==> config.mk <==
export PLATFORM = sky130hd
export DESIGN_NAME = tile_fill_dma
export DESIGN_NICKNAME = d
export VERILOG_FILES = /design/src/rtl/video_pkg.sv /design/src/rtl/rect_scan_counter.sv /design/src/rtl/tile_fill_dma.sv
export SDC_FILE = /design/constraint.sdc
export NUM_CORES = 1
export LEC_CHECK = 0
export CAP_MARGIN = 25
export CELL_PAD_IN_SITES_DETAIL_PLACEMENT = 1
export CELL_PAD_IN_SITES_GLOBAL_PLACEMENT = 1
export CORE_MARGIN = 4
export CORE_UTILIZATION = 33
export DETAILED_ROUTE_END_ITERATION = 16
export GPL_ROUTABILITY_DRIVEN = 0
export PLACE_DENSITY_LB_ADDON = 0.1
export RECOVER_POWER = 50
export SLEW_MARGIN = 40
export SYNTH_ARGS = -nofsm -noshare
export SYNTH_HDL_FRONTEND = slang
export SYNTH_SLANG_ARGS = --single-unit
==> constraint.sdc <==
create_clock -name clk -period 2.02 [get_ports clk]
set_input_delay 0.404 -clock clk [delete_from_list [all_inputs] [get_ports clk]]
set_output_delay 0.404 -clock clk [all_outputs]
set_load 0.02 [all_outputs]
==> src/rtl/video_pkg.sv <==
// Shared video-subsystem definitions: peripheral address windows, map geometry,
// the fill-engine state encoding and the tile-map address helper.
package video_pkg;

    localparam logic [31:0] VIDREG_BASE  = 32'h0500_0000;
    localparam logic [31:0] TEXMEM_BASE  = 32'h0510_0000;
    localparam logic [31:0] TILEMEM_BASE = 32'h0520_0000;

    localparam int MAP_BITS = 6;

    typedef enum logic [1:0] {
        IDLE  = 2'd0,
        WRITE = 2'd1,
        DONE  = 2'd2
    } state_t;

    // Word address of map cell (row, col); the window base is OR-ed, not added.
    function automatic logic [31:0] tile_addr(input logic [31:0]         base,
                                              input logic [MAP_BITS-1:0] row,
                                              input logic [MAP_BITS-1:0] col);
        tile_addr = base | {{(32 - 2*MAP_BITS - 2){1'b0}}, row, col, 2'b00};
    endfunction

endpackage

==> src/rtl/rect_scan_counter.sv <==
// Row-major rectangle scanner: column offset is the inner counter, row offset
// the outer one. o_last flags the final cell of the loaded rectangle.
module rect_scan_counter #(
    parameter int MAP_BITS = 6
) (
    input  logic                clk,
    input  logic                resetn,
    input  logic                i_load,
    input  logic                i_adv,
    input  logic [MAP_BITS:0]   i_w,
    input  logic [MAP_BITS:0]   i_h,
    output logic [MAP_BITS-1:0] o_col,
    output logic [MAP_BITS-1:0] o_row,
    output logic                o_last
);

    logic [MAP_BITS-1:0] r_col;
    logic [MAP_BITS-1:0] r_row;
    logic [MAP_BITS-1:0] r_col_max;
    logic [MAP_BITS-1:0] r_row_max;
    logic                w_col_end;
    logic                w_row_end;

    assign w_col_end = (r_col == r_col_max);
    assign w_row_end = (r_row == r_row_max);
    assign o_col     = r_col;
    assign o_row     = r_row;
    assign o_last    = w_col_end && w_row_end;

    // Storing size-1 in MAP_BITS bits maps a full-width 2^MAP_BITS onto all-ones.
    always_ff @(posedge clk) begin
        if (!resetn) begin
            r_col     <= '0;
            r_row     <= '0;
            r_col_max <= '0;
            r_row_max <= '0;
        end else if (i_load) begin
            r_col     <= '0;
            r_row     <= '0;
            r_col_max <= i_w[MAP_BITS-1:0] - MAP_BITS'(1);
            r_row_max <= i_h[MAP_BITS-1:0] - MAP_BITS'(1);
        end else if (i_adv) begin
            if (w_col_end) begin
                r_col <= '0;
                r_row <= r_row + MAP_BITS'(1);
            end else begin
                r_col <= r_col + MAP_BITS'(1);
            end
        end
    end

endmodule

==> src/rtl/tile_fill_dma.sv <==
// Bus-master engine that fills a rectangle of the tile map with constant or
// incrementing tile indices through the tile-memory window.
module tile_fill_dma #(
    parameter logic [31:0] BASE_ADDR = 32'h0520_0000,
    parameter int          MAP_BITS  = 6
) (
    input  logic                clk,
    input  logic                resetn,
    input  logic                cmd_valid,
    output logic                cmd_ready,
    input  logic [MAP_BITS-1:0] cmd_x,
    input  logic [MAP_BITS-1:0] cmd_y,
    input  logic [MAP_BITS:0]   cmd_w,
    input  logic [MAP_BITS:0]   cmd_h,
    input  logic [MAP_BITS-1:0] cmd_tile,
    input  logic                cmd_inc,
    output logic                busy,
    output logic                done,
    output logic                mem_valid,
    input  logic                mem_ready,
    output logic [31:0]         mem_addr,
    output logic [3:0]          mem_wstrb,
    output logic [31:0]         mem_wdata
);

    import video_pkg::*;

    localparam logic [MAP_BITS:0] MAP_DIM = {1'b1, {MAP_BITS{1'b0}}};

    state_t              r_state;
    logic [MAP_BITS-1:0] r_x0;
    logic [MAP_BITS-1:0] r_y0;
    logic [MAP_BITS-1:0] r_tile;
    logic                r_inc;

    logic                w_accept;
    logic                w_adv;
    logic                w_last;
    logic                w_empty;
    logic [MAP_BITS:0]   w_w;
    logic [MAP_BITS:0]   w_h;
    logic [MAP_BITS-1:0] w_col_off;
    logic [MAP_BITS-1:0] w_row_off;
    logic [MAP_BITS-1:0] w_col;
    logic [MAP_BITS-1:0] w_row;

    // Clamping to the map size guarantees wrapped columns/rows never revisit a cell.
    assign w_w      = (cmd_w > MAP_DIM) ? MAP_DIM : cmd_w;
    assign w_h      = (cmd_h > MAP_DIM) ? MAP_DIM : cmd_h;
    assign w_empty  = (w_w == '0) || (w_h == '0);

    assign cmd_ready = (r_state == IDLE) && resetn;
    assign busy      = (r_state != IDLE);
    assign done      = (r_state == DONE);
    assign w_accept  = cmd_valid && cmd_ready;
    assign w_adv     = (r_state == WRITE) && mem_ready;

    rect_scan_counter #(
        .MAP_BITS (MAP_BITS)
    ) u_scan (
        .clk    (clk),
        .resetn (resetn),
        .i_load (w_accept),
        .i_adv  (w_adv),
        .i_w    (w_w),
        .i_h    (w_h),
        .o_col  (w_col_off),
        .o_row  (w_row_off),
        .o_last (w_last)
    );

    // Fixed-width adds wrap column and row independently, with no carry between them.
    assign w_col = r_x0 + w_col_off;
    assign w_row = r_y0 + w_row_off;

    // NOTE: bus outputs decode from registered state, so they are stable while
    // held and read as zero outside WRITE without extra output registers.
    assign mem_valid = (r_state == WRITE);
    assign mem_addr  = mem_valid ? tile_addr(BASE_ADDR, w_row, w_col) : '0;
    assign mem_wdata = mem_valid ? {{(32 - MAP_BITS){1'b0}}, r_tile} : '0;
    assign mem_wstrb = mem_valid ? 4'b0001 : 4'b0000;

    always_ff @(posedge clk) begin
        if (!resetn) begin
            r_state <= IDLE;
            r_x0    <= '0;
            r_y0    <= '0;
            r_tile  <= '0;
            r_inc   <= 1'b0;
        end else begin
            case (r_state)
                IDLE: begin
                    if (w_accept) begin
                        r_x0    <= cmd_x;
                        r_y0    <= cmd_y;
                        r_tile  <= cmd_tile;
                        r_inc   <= cmd_inc;
                        r_state <= w_empty ? DONE : WRITE;
                    end
                end
                WRITE: begin
                    if (mem_ready) begin
                        if (r_inc) r_tile <= r_tile + MAP_BITS'(1);
                        if (w_last) r_state <= DONE;
                    end
                end
                DONE:    r_state <= IDLE;
                default: r_state <= IDLE;
            endcase
        end
    end

endmodule

### After elaboration in Yosys (flattened, before gate mapping)

Cells that the tools add are included.

| cells by class | value |
|---|---|
| $lt $le $gt $ge | 2 |
| mux-type cells | 15 |
| add/subtract/negate cells | 7 |
| reductions and logical operators | 15 |
| eq/ne operators | 8 |
| bitwise logic cells | 1 |

Operators by type and width:

| cell | count |
|---|---|
| 6-bit 2-to-1 mux | 5 |
| 27-bit 2-to-1 mux | 1 |
| 6-bit by 1-bit adder with 6-bit output (second input constant) | 3 |
| 7-bit > comparator (second input constant) | 2 |
| 7-bit logical NOT | 2 |
| 7-bit 2-to-1 mux | 2 |
| 6-bit adder | 2 |
| 6-bit equality test | 2 |
| 6-bit case mux with 2 select lines | 1 |
| 6-bit by 1-bit subtractor with 6-bit output (second input constant) | 2 |
| 2-bit 2-to-1 mux | 4 |
| 2-bit by 1-bit != test with 1-bit output (second input constant) | 4 |
| 1-bit logical AND | 4 |
| 2-bit case mux with 2 select lines | 1 |
| 2-bit AND reduction | 2 |
| 4-bit AND reduction | 1 |
| 2-bit nonzero test | 2 |
| 3-bit AND reduction | 1 |
| 2-bit by 1-bit equality test with 1-bit output (second input constant) | 1 |
| 2-bit equality test (second input constant) | 1 |
| 2-bit logical NOT | 1 |
| 2-bit OR reduction | 1 |
| 1-bit logical OR | 1 |
| 1-bit 2-to-1 mux | 1 |
| 1-bit NOT | 1 |

| word-level totals | value |
|---|---|
| register bits after elaboration | 45 |
| logic and storage cells | 57 |

### Depth between registers and ports, before layout

| logic depth | value |
|---|---|
| depth in word-level cells | 7 |
| depth in mapped cells | 7 |

### Hierarchy

From an unflattened synthesis, not the netlist that was laid out.

| unflattened totals | value |
|---|---|
| cells, all modules | 397 |
| area total of the unflattened synthesis | 3185.6 um^2 |

By module, submodules not included:

| module | times used | cells each | area an instance (um^2) |
|---|---|---|---|
| tile_fill_dma | 1 | 249 | 1895.6 |
| rect_scan_counter | 1 | 148 | 1290.0 |

### Worst setup path before layout

No wires, ideal clock.

| path | value |
|---|---|
| path type | reg-to-output |
| from | register u_scan.r_col[0] (netlist: u_scan.o_col[0]) |
| to | output mem_addr[6] |
| stages on the path, launching flop included | 7 |
| setup slack | -0.025 ns |
| buffers on the path | 0 |
| arrival | 1.641 ns |
| required time | 1.616 ns |
| cell sequence | dfxtp_1 > ha_1 > fa_1 > a21o_1 > a21oi_1 > xor2_1 > nor2_1 |

| between the ends | value |
|---|---|
| longest elaborated chain between the ends | 2 |

RTL lines:

| item | line | RTL |
|---|---|---|
| start, declared | rect_scan_counter.sv:17 | `logic [MAP_BITS-1:0] r_col;` |
| start signal, assigned | rect_scan_counter.sv:47 | `r_col <= r_col + MAP_BITS'(1);` |
| 6-bit adder | tile_fill_dma.sv:73 | `assign w_col = r_x0 + w_col_off;` |
| 27-bit 2-to-1 mux | tile_fill_dma.sv:79 | `assign mem_addr = mem_valid ? tile_addr(BASE_ADDR, w_row, w_col) : '0;` |
| end, declared | tile_fill_dma.sv:21 | `output logic [31:0] mem_addr,` |

No other way between the ends.

### Worst setup path in the final report

| path | value |
|---|---|
| from | register r_x0[0] |
| to | output mem_addr[6] |

| between the ends | value |
|---|---|
| longest elaborated chain between the ends | 2 |

RTL lines:

| item | line | RTL |
|---|---|---|
| start, declared | tile_fill_dma.sv:31 | `logic [MAP_BITS-1:0] r_x0;` |
| start signal, assigned | tile_fill_dma.sv:94 | `r_x0 <= cmd_x;` |
| 6-bit adder | tile_fill_dma.sv:73 |  |
| 27-bit 2-to-1 mux | tile_fill_dma.sv:79 |  |

No other way between the ends.

==> out/metrics.yaml <==
status:
  status: "finished with violations"
  violations: "setup timing"
critical_path:
  crit_arrival_ps: 1860
  critPathLaunchType: "flop"
  cp_max_fo: 2
  cp-end-kind: "primary output"
  crit_path_top_delay_cell: "fa_2"
  r2r_setup_slack_ps: 190
  slowest_delay_ps: 380
  worst-setup-path-type: "reg2out"
  crit_cells: 7
  required_ps: 1620
  r2r-end: "u_scan.r_col_max[4]"
  cp_top_family: "adder cells"
  crit_chain: "ha_4, fa_2, a21o_1, a21oi_2, xor2_1, nor2_2, buf_6"
  cp-endpoint: "mem_addr[6]"
  ff2ff_path_depth: 5
  critPathLaunch: "r_x0[0]"
  path_buf_inv: 1
  regToRegStartpoint: "r_state[0]"
logic_synthesis:
  syn_area_per_cell_um2: 8.105
  synth_seq_cells: 45
  yosys_warnings: 0
  synth.distinct_cells: 50
  ys_seq_area_share_pct: 27.65
  syn_inst: 402
  async_reset_ff_share_pct: 0
  yosys_most_used_dff: "dfxtp_1"
  synthesis.area_um2: 3258
  synth_edf_count: 0
routing:
  routed_wl_um: 8628
  num_vias: 2920
  first_pass_iters: 4
  drt-vias-per-instance: 4.577
  routedWlPerCell_um: 13.52
  drtIter0Drc: 59
  route.detailed.drc: 0
  ant_nets: 0
placed_design:
  numPlacedInstances: 628
  port_buffers: 62
  dp_hpwl_um: 6894
  dpl_worst_slack_ps: -486.9
sta:
  finalMaxSlewViolations: 0
  rsz0062_at_grt: "yes"
  slew_headroom_pct: 63.85
  finalHoldViolCount: 0
  setup_viol: 7
  fin_crit_sh_pct: 112.1
  fin_skew_ps: 8.003
  holdWs_ps: 483.5
  final.min_clock_period_ps: 2265
  tightest_slew_ps: 542.2
  fmax_mhz: 441.5
  finalWorstSetupSlack_ps: -245.0
power:
  power.leakage_nw: 1.882
  powerDensity_nw_per_um2: 786.5
  vdd_drop_max_mv: 0.2886
layout:
  final_cell_mix: "55 x buf_4, 53 x nand2_1, 46 x conb_1"
  diodes: 0
  final_nets: 561
  drive_above_1_share_pct: 21.78
  final_common_cell: "buf_4"
  area_growth_pct: 32.99
  fin_cells: 638
clock_network:
  htree_levels: 2
  clkTransAtPathRegs_ps: 80
  tritoncts: "yes"
  tritoncts.num_buffers: 5
  hold_buffers: 0
  clock-sinks: 45
  clk_latency_ps: 290
  clockBufferDepth: 2
  root_buffer: "clkbuf_8"
global_route:
  grt_pass1_vias: 2962
  grt-ovfl-total: 0
  grt_max_degree: 26
  grt_pass1_wl_um: 14030
  grt_usage_pct: 14.84
  antenna_found_initial: 0
floorplan:
  start_util_pct: 33.64
  die_w_um: 107.4
  die_area_um2: 11530
  num_io_pins: 109
  core_region_area_um2: 9684
  rows: 36
  chipHeight_um: 107.4
flow_run:
  maxCapViolCount: 0
hold_path:
  hold_path_class: "reg2reg"
==> per-stage QoR <==
stage / utilization (%) / power [mW] / TNS (ps) / cell area (um^2)
2_1_floorplan: - / 2.251 / 0 / 3432
3_3_place_gp: 42.88 / 2.804 / -3067 / 4153
3_5_place_dp: 42.88 / 2.833 / -3412 / 4153
4_1_cts: 44.65 / 3.469 / -791.1 / 4324
5_1_grt: 44.74 / 3.675 / -1886 / 4333
6_report: 44.74 / 3.408 / -743.8 / 4333
==> cell families after synthesis <==
| kind of cell | count (synthesis) | synth area share, % |
|---|---|---|
| muxes | 2 | 0.6912 |
| other | 1 | 0.1151 |
| buffers and inverters | 74 | 15.25 |
| DFF | 45 | 27.65 |
| xor gates and xnor gates | 30 | 8.064 |
| AOI/OAI and AO/OA | 79 | 16.90 |
| and+or+nand+nor | 152 | 23.58 |
| adders and majority gates | 19 | 7.757 |
==> worst reg2reg max path, delay by kind of cell (launching register included) <==
family / cells / cell delay [ps]
DFF: 1 / 340
buffers and inverters: 2 / 610
and+or+nand+nor: 1 / 400
AOI/OAI and AO/OA: 2 / 420
==> cell type report <==
cell class	count	area (um^2)
Sequential cell	45	915.9
Timing Repair Buffer	118	978.4
Inverter	7	26.28
Multi-Input combinational cell	328	2142
Fill cell	1217	5351
Clock inverter	2	35.03
Clock buffer	5	68.82
Tap cell	133	166.4
==> power by group <==
part	internal (mW)	leakage, nW	total (mW)	switching, mW
clock	0.360	0.0540	0.660	0.300
sequential	1.02	0.372	1.13	0.108
combinational	0.676	1.46	1.62	0.945
total	2.05	1.88	3.41	1.35
==> routing by layer <==
metal | vias up | track usage (%) | share of wire (%)
li1 | 1491 | - | -
met1 | 1364 | 18.28 | 45
met2 | 60 | 27.03 | 49
met3 | 5 | 2.759 | 4.6
met4 | 0 | 2.795 | 0.70
met5 | - | 0 | 0
==> cell usage after synthesis, types with 3 or more instances <==
master	number	area share, %
o21ai_0	16	2.5
nor2_1	23	2.6
inv_1	7	0.81
buf_4	51	12
nor3b_1	4	0.92
nor4_1	5	0.96
and2_1	13	2.5
nand3_1	10	1.5
buf_6	3	1.0
clkbuf_1	9	1.0
nand4_1	7	1.3
nand2b_1	8	1.5
nor3_1	9	1.4
a21oi_1	14	2.2
ha_1	17	6.5
xor2_1	7	1.9
nor2b_1	4	0.77
o311ai_0	3	0.81
a21o_1	4	0.92
or3_1	5	0.96
buf_2	4	0.61
o211a_1	6	1.8
dfxtp_1	45	28
a21boi_0	18	4.1
o41ai_1	3	0.81
nand2_1	53	6.1
xnor2_1	23	6.2
==> sequential cells by signal (all words and copies together) (netlist names) <==
name              cells
r_y0                  6
u_scan.o_row          6
u_scan.r_col_max      6
r_state               2
u_scan.o_col          6
r_tile                6
u_scan.r_row_max      6
r_inc                 1
r_x0                  6
==> timing repair <==
action,4_1_cts,5_1_grt
endpoints found under the setup margin,26,18
pin swaps,15,1
resized for setup,90,21
setup buffers,2,1
==> worst min-delay path by stage <==
stage                                   start             endpoint  cells after the start
after global routing      u_scan.r_col_max[4]  u_scan.r_col_max[4]                      2
final                                 r_x0[5]              r_x0[5]                      2
after detailed placement              r_y0[3]              r_y0[3]                      2
after global placement                r_y0[0]              r_y0[0]                      2
after CTS                             r_y0[3]              r_y0[3]                      2
after floorplan                       r_x0[0]              r_x0[0]                      2
Note: power is estimated with default switching activity, not from simulation.
